[src/rtl/ram_boot_loader.sv]
// ram_boot_loader: streams a boot image into RAM while holding the core in
// reset. Optionally zero-fills the rest of RAM, then releases the core.
// An image longer than the RAM window parks the block in ERROR.
module ram_boot_loader #(
    parameter int ADDR_WIDTH = 9,
    parameter int DATA_WIDTH = 8,
    parameter int BASE_ADDR  = 0,
    parameter int ZERO_FILL  = 0
) (
    input  logic                  main_clk,
    input  logic                  reset,
    input  logic                  start,
    input  logic                  in_valid,
    input  logic [DATA_WIDTH-1:0] in_data,
    input  logic                  in_last,
    output logic                  in_ready,
    output logic                  mem_we,
    output logic [ADDR_WIDTH-1:0] mem_addr,
    output logic [DATA_WIDTH-1:0] mem_wdata,
    output logic                  cpu_hold,
    output logic                  done,
    output logic                  error,
    output logic [ADDR_WIDTH:0]   byte_count,
    output logic [DATA_WIDTH-1:0] checksum
);

    // Number of words that fit between BASE_ADDR and the top of RAM.
    localparam logic [ADDR_WIDTH:0]   DEPTH = (ADDR_WIDTH+1)'((1 << ADDR_WIDTH) - BASE_ADDR);
    localparam logic [ADDR_WIDTH-1:0] BASE  = ADDR_WIDTH'(BASE_ADDR);
    localparam logic [ADDR_WIDTH-1:0] TOP   = '1;

    typedef enum logic [2:0] {
        IDLE  = 3'd0,
        LOAD  = 3'd1,
        FILL  = 3'd2,
        DONE  = 3'd3,
        ERROR = 3'd4
    } state_t;

    state_t                state_q, state_d;
    logic [ADDR_WIDTH:0]   byte_count_q, byte_count_d;
    logic [DATA_WIDTH-1:0] checksum_q, checksum_d;
    logic                  mem_we_q, mem_we_d;
    logic [ADDR_WIDTH-1:0] mem_addr_q, mem_addr_d;
    logic [DATA_WIDTH-1:0] mem_wdata_q, mem_wdata_d;
    logic                  in_ready_q, in_ready_d;
    logic                  cpu_hold_q, cpu_hold_d;
    logic                  done_q, done_d;
    logic                  error_q, error_d;

    logic [ADDR_WIDTH-1:0] wr_addr;
    logic                  xfer;

    assign wr_addr = BASE + byte_count_q[ADDR_WIDTH-1:0];
    assign xfer    = in_valid && (state_q == LOAD);

    // Next-state, counters and the registered write port.
    always_comb begin
        state_d      = state_q;
        byte_count_d = byte_count_q;
        checksum_d   = checksum_q;
        mem_we_d     = 1'b0;
        mem_addr_d   = mem_addr_q;
        mem_wdata_d  = mem_wdata_q;
        case (state_q)
            IDLE, DONE, ERROR: begin
                if (start) begin
                    state_d      = LOAD;
                    byte_count_d = '0;
                    checksum_d   = '0;
                end
            end
            LOAD: begin
                if (xfer) begin
                    if (byte_count_q == DEPTH) begin
                        // RAM already full: reject the word without writing.
                        state_d = ERROR;
                    end else begin
                        mem_we_d     = 1'b1;
                        mem_addr_d   = wr_addr;
                        mem_wdata_d  = in_data;
                        byte_count_d = byte_count_q + (ADDR_WIDTH+1)'(1);
                        checksum_d   = checksum_q + in_data;
                        if (in_last)
                            state_d = (ZERO_FILL != 0 && wr_addr != TOP) ? FILL : DONE;
                    end
                end
            end
            FILL: begin
                // mem_addr_q is the address being written this cycle; stay in
                // FILL until the write to the top address has been presented.
                if (mem_addr_q == TOP) begin
                    state_d = DONE;
                end else begin
                    mem_we_d    = 1'b1;
                    mem_addr_d  = mem_addr_q + ADDR_WIDTH'(1);
                    mem_wdata_d = '0;
                end
            end
            default: state_d = IDLE;
        endcase
    end

    // Status outputs are registered from the state being entered.
    always_comb begin
        in_ready_d = (state_d == LOAD);
        cpu_hold_d = (state_d != DONE);
        done_d     = (state_d == DONE);
        error_d    = (state_d == ERROR);
    end

    // Single state register for the FSM and all registered outputs.
    always_ff @(posedge main_clk or negedge reset) begin
        if (!reset) begin
            state_q      <= IDLE;
            byte_count_q <= '0;
            checksum_q   <= '0;
            mem_we_q     <= 1'b0;
            mem_addr_q   <= BASE;
            mem_wdata_q  <= '0;
            in_ready_q   <= 1'b0;
            cpu_hold_q   <= 1'b1;
            done_q       <= 1'b0;
            error_q      <= 1'b0;
        end else begin
            state_q      <= state_d;
            byte_count_q <= byte_count_d;
            checksum_q   <= checksum_d;
            mem_we_q     <= mem_we_d;
            mem_addr_q   <= mem_addr_d;
            mem_wdata_q  <= mem_wdata_d;
            in_ready_q   <= in_ready_d;
            cpu_hold_q   <= cpu_hold_d;
            done_q       <= done_d;
            error_q      <= error_d;
        end
    end

    assign in_ready   = in_ready_q;
    assign mem_we     = mem_we_q;
    assign mem_addr   = mem_addr_q;
    assign mem_wdata  = mem_wdata_q;
    assign cpu_hold   = cpu_hold_q;
    assign done       = done_q;
    assign error      = error_q;
    assign byte_count = byte_count_q;
    assign checksum   = checksum_q;

endmodule
[config.mk]
export PLATFORM = sky130hd
export DESIGN_NAME = ram_boot_loader
export DESIGN_NICKNAME = d
export VERILOG_FILES = /design/src/rtl/ram_boot_loader.sv
export SDC_FILE = /design/constraint.sdc
export NUM_CORES = 1
export LEC_CHECK = 0
export ABC_CLOCK_PERIOD_IN_PS = 3800
export CAP_MARGIN = 15
export CORE_ASPECT_RATIO = 1.2
export CORE_MARGIN = 3
export CORE_UTILIZATION = 45
export DETAILED_ROUTE_END_ITERATION = 6
export GPL_TIMING_DRIVEN = 0
export PLACE_DENSITY = 0.73
export SYNTH_ARGS = -nofsm -noshare
export SYNTH_HDL_FRONTEND = slang
export SYNTH_SLANG_ARGS = --single-unit
[constraint.sdc]
create_clock -name main_clk -period 3.8 [get_ports main_clk]
set_input_delay 0.76 -clock main_clk [delete_from_list [all_inputs] [get_ports main_clk]]
set_output_delay 0.76 -clock main_clk [all_outputs]
set_load 0.03 [all_outputs]
# ---- Word-level counts from Yosys, hierarchy flattened
# Index checks and enable logic that the tools add are counted.
dict set report totals {
  reg_bits 43
  input_bits 13
  out_inout_bits 40
}
dict set report classes {
  n_addsub 3
  n_eq_ne 14
  n_mux 26
  n_reduce_logical 7
}
# operator n
set ops {}
lappend ops {{two-way mux 8 bit} 6}
lappend ops {{case mux 8 bit (2 select lines)} 2}
lappend ops {{two-way mux 10 bit} 3}
lappend ops {{two-way mux 9 bit} 3}
lappend ops {{case mux 10 bit (2 select lines)} 1}
lappend ops {{case mux 9 bit (2 select lines)} 1}
lappend ops {{two-way mux 3 bit} 5}
lappend ops {{adder 10 x 1 -> 10 bit (second input constant)} 1}
lappend ops {{equality test 10 bit (second input constant)} 1}
lappend ops {{adder 9 x 1 -> 9 bit (second input constant)} 1}
lappend ops {{equality test 3 x 2 -> 1 bit (second input constant)} 3}
lappend ops {{equality test 9 bit (second input constant)} 1}
lappend ops {{case mux 3 bit (3 select lines)} 1}
lappend ops {{adder 8 bit} 1}
lappend ops {{!= test 2 bit (second input constant)} 4}
lappend ops {{AND reduction 4 bit} 2}
lappend ops {{equality test 3 x 1 -> 1 bit (second input constant)} 2}
lappend ops {{equality test 3 bit (second input constant)} 2}
lappend ops {{nonzero test 2 bit} 2}
lappend ops {{logical NOT 3 bit} 1}
lappend ops {{two-way mux 1 bit} 3}
lappend ops {{!= test 3 x 2 -> 1 bit (second input constant)} 1}
lappend ops {{OR reduction 3 bit} 1}
lappend ops {{case mux 1 bit (2 select lines)} 1}
lappend ops {{logical AND 1 bit} 1}

# ---- Logic depth before layout (Yosys ltp)
# Gate-level depths: netlist of run 1.
dict set report depth {
  ltp_word 5
  mapped_depth 10
}

# ---- Least setup slack after synthesis of run 1
# Ideal clock, no wire load.
dict set report synth_timing {
  path_kind {flip-flop to flip-flop}
  from {reg byte_count_q[1] (netlist: byte_count[1])}
  to {reg mem_addr_q[7] (netlist: mem_addr[7])}
  setup_ns 0.128
  arrival_ns 2.089
  t_required_ns 3.672
  setup_slack_ns 1.583
  path_stages_with_launch 11
  synth_period_minus_slack_ns 2.217
  path_cell_list {dfrtp_1 -> inv_1 -> ha_1 -> or3b_2 -> o31a_1 -> buf_6 -> nor2_4 -> inv_2 -> buf_6 -> a21oi_2 -> a21oi_1}
}
dict set report synth_between {
  elab_chain_cells 3
}
# element line
set synth_lines {}
lappend synth_lines {{start, declared} 41} ;# logic [ADDR_WIDTH:0] byte_count_q, byte_count_d;
lappend synth_lines {{start signal, assigned} 127} ;# byte_count_q <= byte_count_d;
lappend synth_lines {{equality test 10 bit} 75} ;# if (byte_count_q == DEPTH) begin
lappend synth_lines {{!= test 2 bit (no source line)} n/a}
lappend synth_lines {{AND reduction 4 bit (no source line)} n/a}
lappend synth_lines {{end signal, assigned} 130} ;# mem_addr_q <= mem_addr_d;
lappend synth_lines {{end, declared} 44} ;# logic [ADDR_WIDTH-1:0] mem_addr_q, mem_addr_d;
# Every way passes these cells.
# A chain may end at the register's enable or synchronous reset.

# ---- Worst setup path in the final report of run 1
dict set report layout_timing {
  from {in in_data[1]}
  to {reg checksum_q[7] (netlist: checksum[7])}
}
dict set report layout_between {
  elab_chain_cells 4
}
# element line
set layout_lines {}
lappend layout_lines {{start, declared} 14} ;# input logic [DATA_WIDTH-1:0] in_data,
lappend layout_lines {{adder 8 bit} 83} ;# checksum_d = checksum_q + in_data;
lappend layout_lines {{two-way mux 8 bit} 75}
lappend layout_lines {{two-way mux 8 bit} 74} ;# if (xfer) begin
lappend layout_lines {{case mux 8 bit (2 select lines)} 65} ;# case (state_q)
lappend layout_lines {{end signal, assigned} 128} ;# checksum_q <= checksum_d;
lappend layout_lines {{end, declared} 42} ;# logic [DATA_WIDTH-1:0] checksum_q, checksum_d;
# Every way passes these cells. The select of a mux whose other input is x is not followed.

==> results of run 1 <==
-- per-layer routing --
metal	vias to the layer above	track usage, %	wire, µm
met4	0	6.32	87
met3	9	5.51	430
met2	76	29.2	2550
met5	-	0	0
met1	964	25.6	2460
li1	972	-	-
-- path summary, 6_finish.rpt --
| check | end | slack, ns | cells after the start |
|---|---|---|---|
| max | checksum[7] | 1.17 | 7 |
| min reg2reg | mem_wdata[4] | 0.50 | 1 |
| max reg2reg | checksum[6] | 1.35 | 7 |
| min | mem_wdata[2] | 0.33 | 1 |
| min in group main_clk | mem_wdata[4] | 0.50 | 1 |
| max in group asynchronous | cpu_hold | 2.93 | 2 |
-- worst register-to-register path, stage by stage (launching register included) --
cell and delay, ns:
dfrtp_1 0.44, inv_1 0.13, ha_1 0.15, or3b_2 0.47
o31ai_1 0.65, buf_2 0.34, nand3_1 0.09, o21ai_0 0.11
-- flip-flops by register name, summed over array words and instances (netlist names) --
register,flops
mem_we,1
done,1
state_q,3
mem_addr,9
in_ready,1
cpu_hold,1
checksum,8
error,1
mem_wdata,8
byte_count,10
-- cell usage in the layout (no fill, tap or decap), types with 4 or more instances in the layout --
master           instances
o21ai_0                 19
a22o_1                   8
nor2_1                  17
nand2_1                 21
nand4_1                  4
clkbuf_1                 6
clkdlybuf4s50_1         51
ha_1                    11
clkbuf_8                 5
a21oi_1                 13
xnor2_1                  6
nand3_1                 14
buf_2                    4
a211oi_1                 4
xor2_1                   7
dfrtp_1                 42
inv_1                    7
-- power groups by stage --
stage | Combinational [mW] | Sequential (mW) | Clock (mW)
after floorplan | 0.580 | 1.05 | 0
after global placement | 1.32 | 0.777 | 0
after detailed placement | 1.34 | 0.780 | 0
after CTS | 1.35 | 0.775 | 0.287
after global routing | 1.46 | 0.799 | 0.306
final | 1.34 | 0.776 | 0.281
-- cell families after synthesis --
family / after synthesis
xor+xnor: 13
buf+inv: 17
flops: 43
fa+ha+maj: 12
simple gates: 77
compound gates: 72
-- per-stage QoR --
stage / area (µm²) / power [mW] / std cells
2_1_floorplan: 2310 / 1.63 / 234
3_3_place_gp: 2900 / 2.10 / 344
3_5_place_dp: 2920 / 2.12 / 345
4_1_cts: 3000 / 2.41 / 353
5_1_grt: 3000 / 2.56 / 353
6_report: 3000 / 2.39 / 353
-- area by class of cell --
class | count | area (µm²) | area share (%)
sequential | 43 | 1080 | 35.9
buffer | 9 | 56.3 | 1.88
timing repair buffer | 53 | 536 | 17.9
clock buffer | 8 | 80.1 | 2.67
inverter | 8 | 30.0 | 1.00
multi-input combinational | 174 | 1140 | 38.2
tap | 58 | 72.6 | 2.42
==> results_dict.tcl, run 1 <==
set metrics [dict create \
    setup.worst_path.end_class "register" \
    cts.repair.resized 0 \
    ys_warn_count 0 \
    syn_inst 234 \
    diodes 0 \
    vias_per_cell 5.73 \
    crit_family "compound AO/OA/AOI/OAI gates" \
    gp_congestion 0.797 \
    utilization_pct 62.9 \
    dp_slack_ns 0.911 \
    power_frac_clock_pct 11.7 \
    r2r_start "byte_count[1]" \
    fin_nets 319 \
    period_minus_slack_ns 2.63 \
    ant_nets 0 \
    timing.critical_path.fanout_max 3 \
    grt_pass1_vias 1939 \
    maxSlewHeadroom_pct 48.4 \
    h-tree-depth 2 \
    drtPass1Iterations 5 \
    min_path_type "primary input to asynchronous set/reset pin" \
    grt_pass1_wl_um 9130 \
    core_um2 4760 \
    yosys.area_share.simple_pct 17.1 \
    drive_gt1_share_pct 8.81 \
    swShare_pct 45.0 \
    synth_top_family_by_area "compound AO/OA/AOI/OAI gates" \
    antenna_found_initial 0 \
    hold_violations 0 \
    final-max-slew-violation-count 0 \
    grt_usage_pct 19.0 \
    path_cells "clkdlybuf4s50_1, ha_1, a211oi_1, o21ai_0, o41ai_1, a311oi_1, a21o_1" \
    synthAdderAreaFrac_pct 6.83 \
    crit_required_ns 3.99 \
    cts-root-buf "clkbuf_8" \
    initial_core_util_pct 48.5 \
    drc 0 \
    synth_top_flop_cell "dfrtp_1" \
    p_int_mw 1.32 \
    die-area_um2 6030 \
    ys_seq_area_share_pct 46.7 \
    ir_worst_vdd_mv 0.430 \
    synth_nets 259 \
    power.net_switching_mw 1.08 \
    pwr_density_cell_nw_per_um2 799 \
    critPathBufInv 1 \
    syn_to_final_growth_pct 29.8 \
    power.share.combinational_pct 55.9 \
    synth_top_area_share_pct 45.5 \
    final.fill_count 399 \
    worst_pin_slew_ns 0.767 \
    synth.largest_area_cell "dfrtp_1" \
    critPathSlowestCell "clkdlybuf4s50_1" \
    synth_edf_count 0 \
    fp.dieW_um 71.4 \
    fin_ws_ns 1.17 \
    synthArstFlopShare_pct 100 \
    whs_ns 0.333 \
    dr.first_iter.drc_count 101 \
    fin_crit_sh_pct 69.1 \
    synth.area.top_cells "dfrtp_1 46%, ha_1 6.0%, o21ai_0 4.1%, nand2_1 3.4%, a22o_1 3.0%" \
    yosys_register_bits 43 \
    syn_avg_cell_area_um2 9.87 \
    overflow 0 \
    seq_power_share_pct 32.4 \
    io_buffers 52 \
    rsz0062_at_grt "false" \
    routed_wl_um 5520 \
    row_count 27 \
    cap_violations 0 \
    tritoncts "done" \
    wire_per_inst_um 15.6 \
    holdBufCountCts 0 \
    synth_commonest_cells "42 x dfrtp_1, 21 x nand2_1, 19 x o21ai_0" \
    synthXorXnorAreaFrac_pct 4.93 \
    status "finished, final reports clean" \
    clock_path_buffers 2 \
    grt_max_degree 34 \
    clkTransAtPathRegs_ns 0.08 \
    fmax_ghz 0.381 \
    worstSetupStartpointType "primary input" \
    yosysMostFrequentCell "dfrtp_1" \
    final-setup-viol-count 0 \
    numCtsBuffers 5 \
    vias 2021 \
    post-cts-setup-buffers 0 \
    pin_count 53 \
    clock_sinks 43 \
    cp.arrival_ns 2.82 \
    netlist_area_um2 2310 \
    hpwl_um 4020 \
    max_stage_delay_ns 0.47 \
    ys_types 53 \
    synth.area.mux_share_pct 0 \
    crit_path_start "in_data[1]" \
    insertion_delay_ns 0.30 \
    p_leak_nw 1.29 \
    crit_type "primary input to register" \
    tns_ns 0 \
    synth_compound_area_share_pct 20.7 \
    chipHeight_um 84.5 \
    fin_skew_ns 0.0102 \
]
Note: power is estimated with default switching activity, not from simulation.
==> run 2: changes to the inputs <==
--- a/config.mk
+++ b/config.mk
@@ -5,7 +5,7 @@
 export SDC_FILE = /design/constraint.sdc
 export NUM_CORES = 1
 export LEC_CHECK = 0
-export ABC_CLOCK_PERIOD_IN_PS = 3800
+export ABC_CLOCK_PERIOD_IN_PS = 2550
 export CAP_MARGIN = 15
 export CORE_ASPECT_RATIO = 1.2
 export CORE_MARGIN = 3
==> constraint.sdc (replaced) <==
create_clock -name main_clk -period 2.55 [get_ports main_clk]
set_input_delay 0.51 -clock main_clk [delete_from_list [all_inputs] [get_ports main_clk]]
set_output_delay 0.51 -clock main_clk [all_outputs]
set_load 0.03 [all_outputs]
==> results_dict.tcl, run 2 (same netlist as run 1, synthesis figures left out) <==
set metrics [dict create \
    status "finished, final reports clean" \
    hpwl_um 4020 \
    final_cell_mix "51 x clkdlybuf4s50_1, 42 x dfrtp_1, 21 x nand2_1, 19 x o21ai_0, 17 x nor2_1" \
    r2r_cells 10 \
    reg2reg_setup_slack_ns 0.23 \
    drc 0 \
    tritoncts "done" \
    fin_nets 319 \
    numCtsBuffers 5 \
    dp_slack_ns -0.0890 \
    initial_core_util_pct 48.5 \
    pin_count 53 \
    clock_path_buffers 2 \
    ir_worst_vdd_mv 0.642 \
    ant_nets 0 \
    crit_type "primary input to register" \
    worst_pin_slew_ns 0.725 \
    seq_power_share_pct 32.3 \
    syn_to_final_growth_pct 30.0 \
    power.net_switching_mw 1.61 \
    min_path_type "primary input to asynchronous set/reset pin" \
    final.fill_count 398 \
    wire_per_inst_um 15.7 \
    die-area_um2 6030 \
    routed_wl_um 5550 \
    insertion_delay_ns 0.30 \
    gp_congestion 0.797 \
    antenna_found_initial 0 \
    p_int_mw 1.96 \
    cp.arrival_ns 2.55 \
    fin_skew_ns 0.00908 \
    power_frac_clock_pct 11.7 \
    crit_required_ns 2.74 \
    cap_violations 0 \
    pwr_density_cell_nw_per_um2 1190 \
    setup.worst_path.end_class "register" \
    vias_per_cell 5.73 \
    largest_reg_flops 10 \
    clkTransAtPathRegs_ns 0.08 \
    diodes 0 \
    worstReg2RegEnd "mem_addr[7]" \
    core_um2 4760 \
    timing.critical_path.fanout_max 3 \
    critPathBufInv 1 \
    worstSetupStartpointType "primary input" \
    crit_family "compound AO/OA/AOI/OAI gates" \
    period_minus_slack_ns 2.36 \
    p_leak_nw 1.29 \
    swShare_pct 45.1 \
    final-max-slew-violation-count 0 \
    drtPass1Iterations 4 \
    max_stage_delay_ns 0.47 \
    path_cells "clkdlybuf4s50_1, ha_1, a211oi_1, o21ai_0, o41ai_1, a311oi_1, a21o_1" \
    holdBufCountCts 0 \
    grt_pass1_wl_um 9130 \
    clock_sinks 43 \
    cts-root-buf "clkbuf_8" \
    fin_crit_sh_pct 92.7 \
    rsz0062_at_grt "false" \
    drive_gt1_share_pct 9.15 \
    final-setup-viol-count 0 \
    dr.first_iter.drc_count 91 \
    chipHeight_um 84.5 \
    power.share.combinational_pct 56.0 \
    grt_pass1_vias 1939 \
    grt_max_degree 34 \
    hold_violations 0 \
    row_count 27 \
    finalPower_mw 3.57 \
    r2r_start "byte_count[1]" \
    vias 2021 \
    overflow 0 \
    utilization_pct 63.0 \
    maxSlewHeadroom_pct 51.3 \
    grt_usage_pct 19.0 \
    fmax_ghz 0.423 \
    final_cell_area_um2 3000 \
    dpl_cell_area_um2 2920 \
    h-tree-depth 2 \
    fin_ws_ns 0.186 \
    fp.dieW_um 71.4 \
    layout_commonest_cell "clkdlybuf4s50_1" \
    io_buffers 52 \
    critPathSlowestCell "clkdlybuf4s50_1" \
]
run 2: per-layer routing:
layer,track usage [%],wire length [µm]
met1,25.6,2520
met2,29.2,2570
met3,5.51,358
met4,6.32,93
met5,0,0
run 2: worst max-delay path by stage:
| stage | start | endpoint | slack, ns | cells after the start |
|---|---|---|---|---|
| after detailed placement | in_data[1] | checksum[7] | -0.09 | 7 |
| after floorplan | byte_count[1] | mem_addr[7] | 0.33 | 10 |
| after CTS | byte_count[1] | checksum[5] | 0.07 | 7 |
| final | in_data[1] | checksum[7] | 0.19 | 7 |
| after global placement | reset | error | -0.18 | 1 |
| after global routing | in_data[1] | checksum[7] | 0.04 | 7 |
run 2: cell type report:
cell class	count	area, µm²	share of cell area [%]
timing repair buffer	53	536	17.8
tap	58	72.6	2.42
inverter	8	30.0	1.00
clock buffer	8	80.1	2.67
sequential	43	1080	35.9
multi-input combinational	174	1150	38.3
buffer	9	56.3	1.88
run 2: power by group through the flow:
stage | Sequential, mW | Combinational (mW) | Clock [mW]
6_report | 1.16 | 2.00 | 0.417
5_1_grt | 1.19 | 2.18 | 0.456
4_1_cts | 1.15 | 2.01 | 0.427
3_5_place_dp | 1.16 | 2.00 | 0
3_3_place_gp | 1.16 | 1.97 | 0
2_1_floorplan | 1.57 | 0.864 | 0
run 2: metrics by stage:
stage	TNS (ns)	hold WS, ns	cells
after floorplan	0	0.214	234
after global placement	-7.56	0.483	344
after detailed placement	-0.0890	0.412	345
after CTS	0	0.0868	353
after global routing	0	0.0802	353
final	0	0.0828	353
run 2: timing repair:
| action | in CTS | in global routing |
|---|---|---|
| buffers inserted | 0 | 0 |
| endpoints found under the setup margin | 0 | 6 |
| gates resized for setup | 0 | 1 |
==> run 3: changes to the inputs <==
--- a/config.mk
+++ b/config.mk
@@ -6,8 +6,7 @@
 export NUM_CORES = 1
 export LEC_CHECK = 0
 export ABC_CLOCK_PERIOD_IN_PS = 2550
-export CAP_MARGIN = 15
-export CORE_ASPECT_RATIO = 1.2
+export CAP_MARGIN = 40
 export CORE_MARGIN = 3
 export CORE_UTILIZATION = 45
 export DETAILED_ROUTE_END_ITERATION = 6
==> results_dict.tcl, run 3 (same netlist as run 1, synthesis figures left out) <==
set metrics [dict create \
    dp_slack_ns -0.0817 \
    critPathSlowestCell "clkdlybuf4s50_1" \
    final-setup-viol-count 0 \
    final_cell_mix "51 x clkdlybuf4s50_1, 42 x dfrtp_1, 21 x nand2_1, 19 x o21ai_0, 17 x nor2_1" \
    chipHeight_um 77.6 \
    grt_max_degree 33 \
    max_stage_delay_ns 0.47 \
    p_leak_nw 1.31 \
    fin_skew_ns 0.00555 \
    numCtsBuffers 5 \
    crit_type "primary input to register" \
    fp.dieW_um 77.6 \
    core_um2 4850 \
    tritoncts "done" \
    cts-root-buf "clkbuf_8" \
    whs_ns 0.0846 \
    wire_per_inst_um 15.0 \
    post-cts-setup-buffers 0 \
    vias_per_cell 5.44 \
    insertion_delay_ns 0.29 \
    row_count 25 \
    worst_pin_slew_ns 0.791 \
    timing.critical_path.fanout_max 3 \
    layout_commonest_cell "clkdlybuf4s50_1" \
    drtPass1Iterations 4 \
    grt_pass1_vias 1933 \
    drive_gt1_share_pct 10.2 \
    stdcell_count 362 \
    worstSetupStartpointType "primary input" \
    fin_nets 319 \
    pin_count 53 \
    cts.repair.resized 0 \
    routed_wl_um 5430 \
    largest_reg_flops 10 \
    crit_required_ns 2.73 \
    holdBufCountCts 0 \
    pwr_density_cell_nw_per_um2 1210 \
    dp.cells 354 \
    setup.worst_path.end_class "register" \
    grt_usage_pct 18.7 \
    clock_sinks 43 \
    initial_core_util_pct 47.6 \
    io_buffers 52 \
    maxSlewHeadroom_pct 46.9 \
    diodes 0 \
    clkTransAtPathRegs_ns 0.08 \
    final-max-slew-violation-count 0 \
    grt_pass1_wl_um 9090 \
    fin_ws_ns 0.225 \
    min_path_type "primary input to asynchronous set/reset pin" \
    die-area_um2 6030 \
    ant_nets 0 \
    vias 1971 \
    period_minus_slack_ns 2.33 \
    cp.arrival_ns 2.51 \
    path_cells "clkdlybuf4s50_1, ha_1, a211oi_1, o21ai_0, o41ai_1, a311oi_1, a21o_1" \
    syn_to_final_growth_pct 31.9 \
    gp_congestion 0.906 \
    h-tree-depth 2 \
    dr.first_iter.drc_count 103 \
    hold_violations 0 \
    antenna_found_initial 0 \
    clock_path_buffers 2 \
    utilization_pct 62.8 \
    rsz0062_at_grt "false" \
    hpwl_um 4000 \
    overflow 0 \
    cap_violations 0 \
    fmax_ghz 0.430 \
    status "finished, final reports clean" \
    ir_worst_vdd_mv 0.842 \
    fin_crit_sh_pct 91.2 \
    drc 0 \
]
## run 3: power by group
group	internal, mW	leakage (nW)	total (mW)	switching [mW]
clock	0.292	0.0581	0.527	0.236
combinational	0.839	0.702	1.99	1.15
sequential	0.929	0.550	1.15	0.223
total	2.06	1.31	3.67	1.61
## run 3: worst max-delay path, delay by kind of cell
kind                     cells  cell delay [ns]
buffers and inverters        1             0.47
adder cells (fa/ha/maj)      1             0.34
AO/OA/AOI/OAI                5             1.19
## run 3: routing by layer
layer	vias to the layer above	track usage, %	wire length, µm
met5	-	0	0
met4	0	4.27	19
met3	2	4.41	252
met2	49	30.1	2610
met1	944	25.5	2550
li1	976	-	-
## run 3: area by class of cell
cell class	count	area [µm²]
Buffer	9	56.3
Clock buffer	5	68.8
Clock inverter	3	43.8
Fill cell	406	1800
Inverter	8	30.0
Multi-Input combinational cell	174	1150
Sequential cell	43	1080
Tap cell	67	83.8
Timing Repair Buffer	53	536
## run 3: final timing paths
kind / from / to / slack, ns / depth (start not counted)
setup / recovery: in_data[1] / checksum[7] / 0.22 / 7
hold / removal: reset / mem_wdata[3] / 0.08 / 1
setup reg to reg: byte_count[1] / mem_addr[5] / 0.25 / 10
hold reg to reg: mem_wdata[3] / mem_wdata[3] / 0.51 / 1
max in group asynchronous: reset / cpu_hold / 1.94 / 2
min in group main_clk: mem_wdata[3] / mem_wdata[3] / 0.51 / 1
## run 3: metrics by stage
| stage | total power, mW | instance area, µm² | setup TNS, ns |
|---|---|---|---|
| after floorplan | 2.43 | 2310 | 0 |
| after global placement | 3.11 | 2910 | -6.92 |
| after detailed placement | 3.15 | 2930 | -0.0817 |
| after CTS | 3.69 | 3040 | 0 |
| after global routing | 3.92 | 3050 | 0 |
| final | 3.67 | 3050 | 0 |
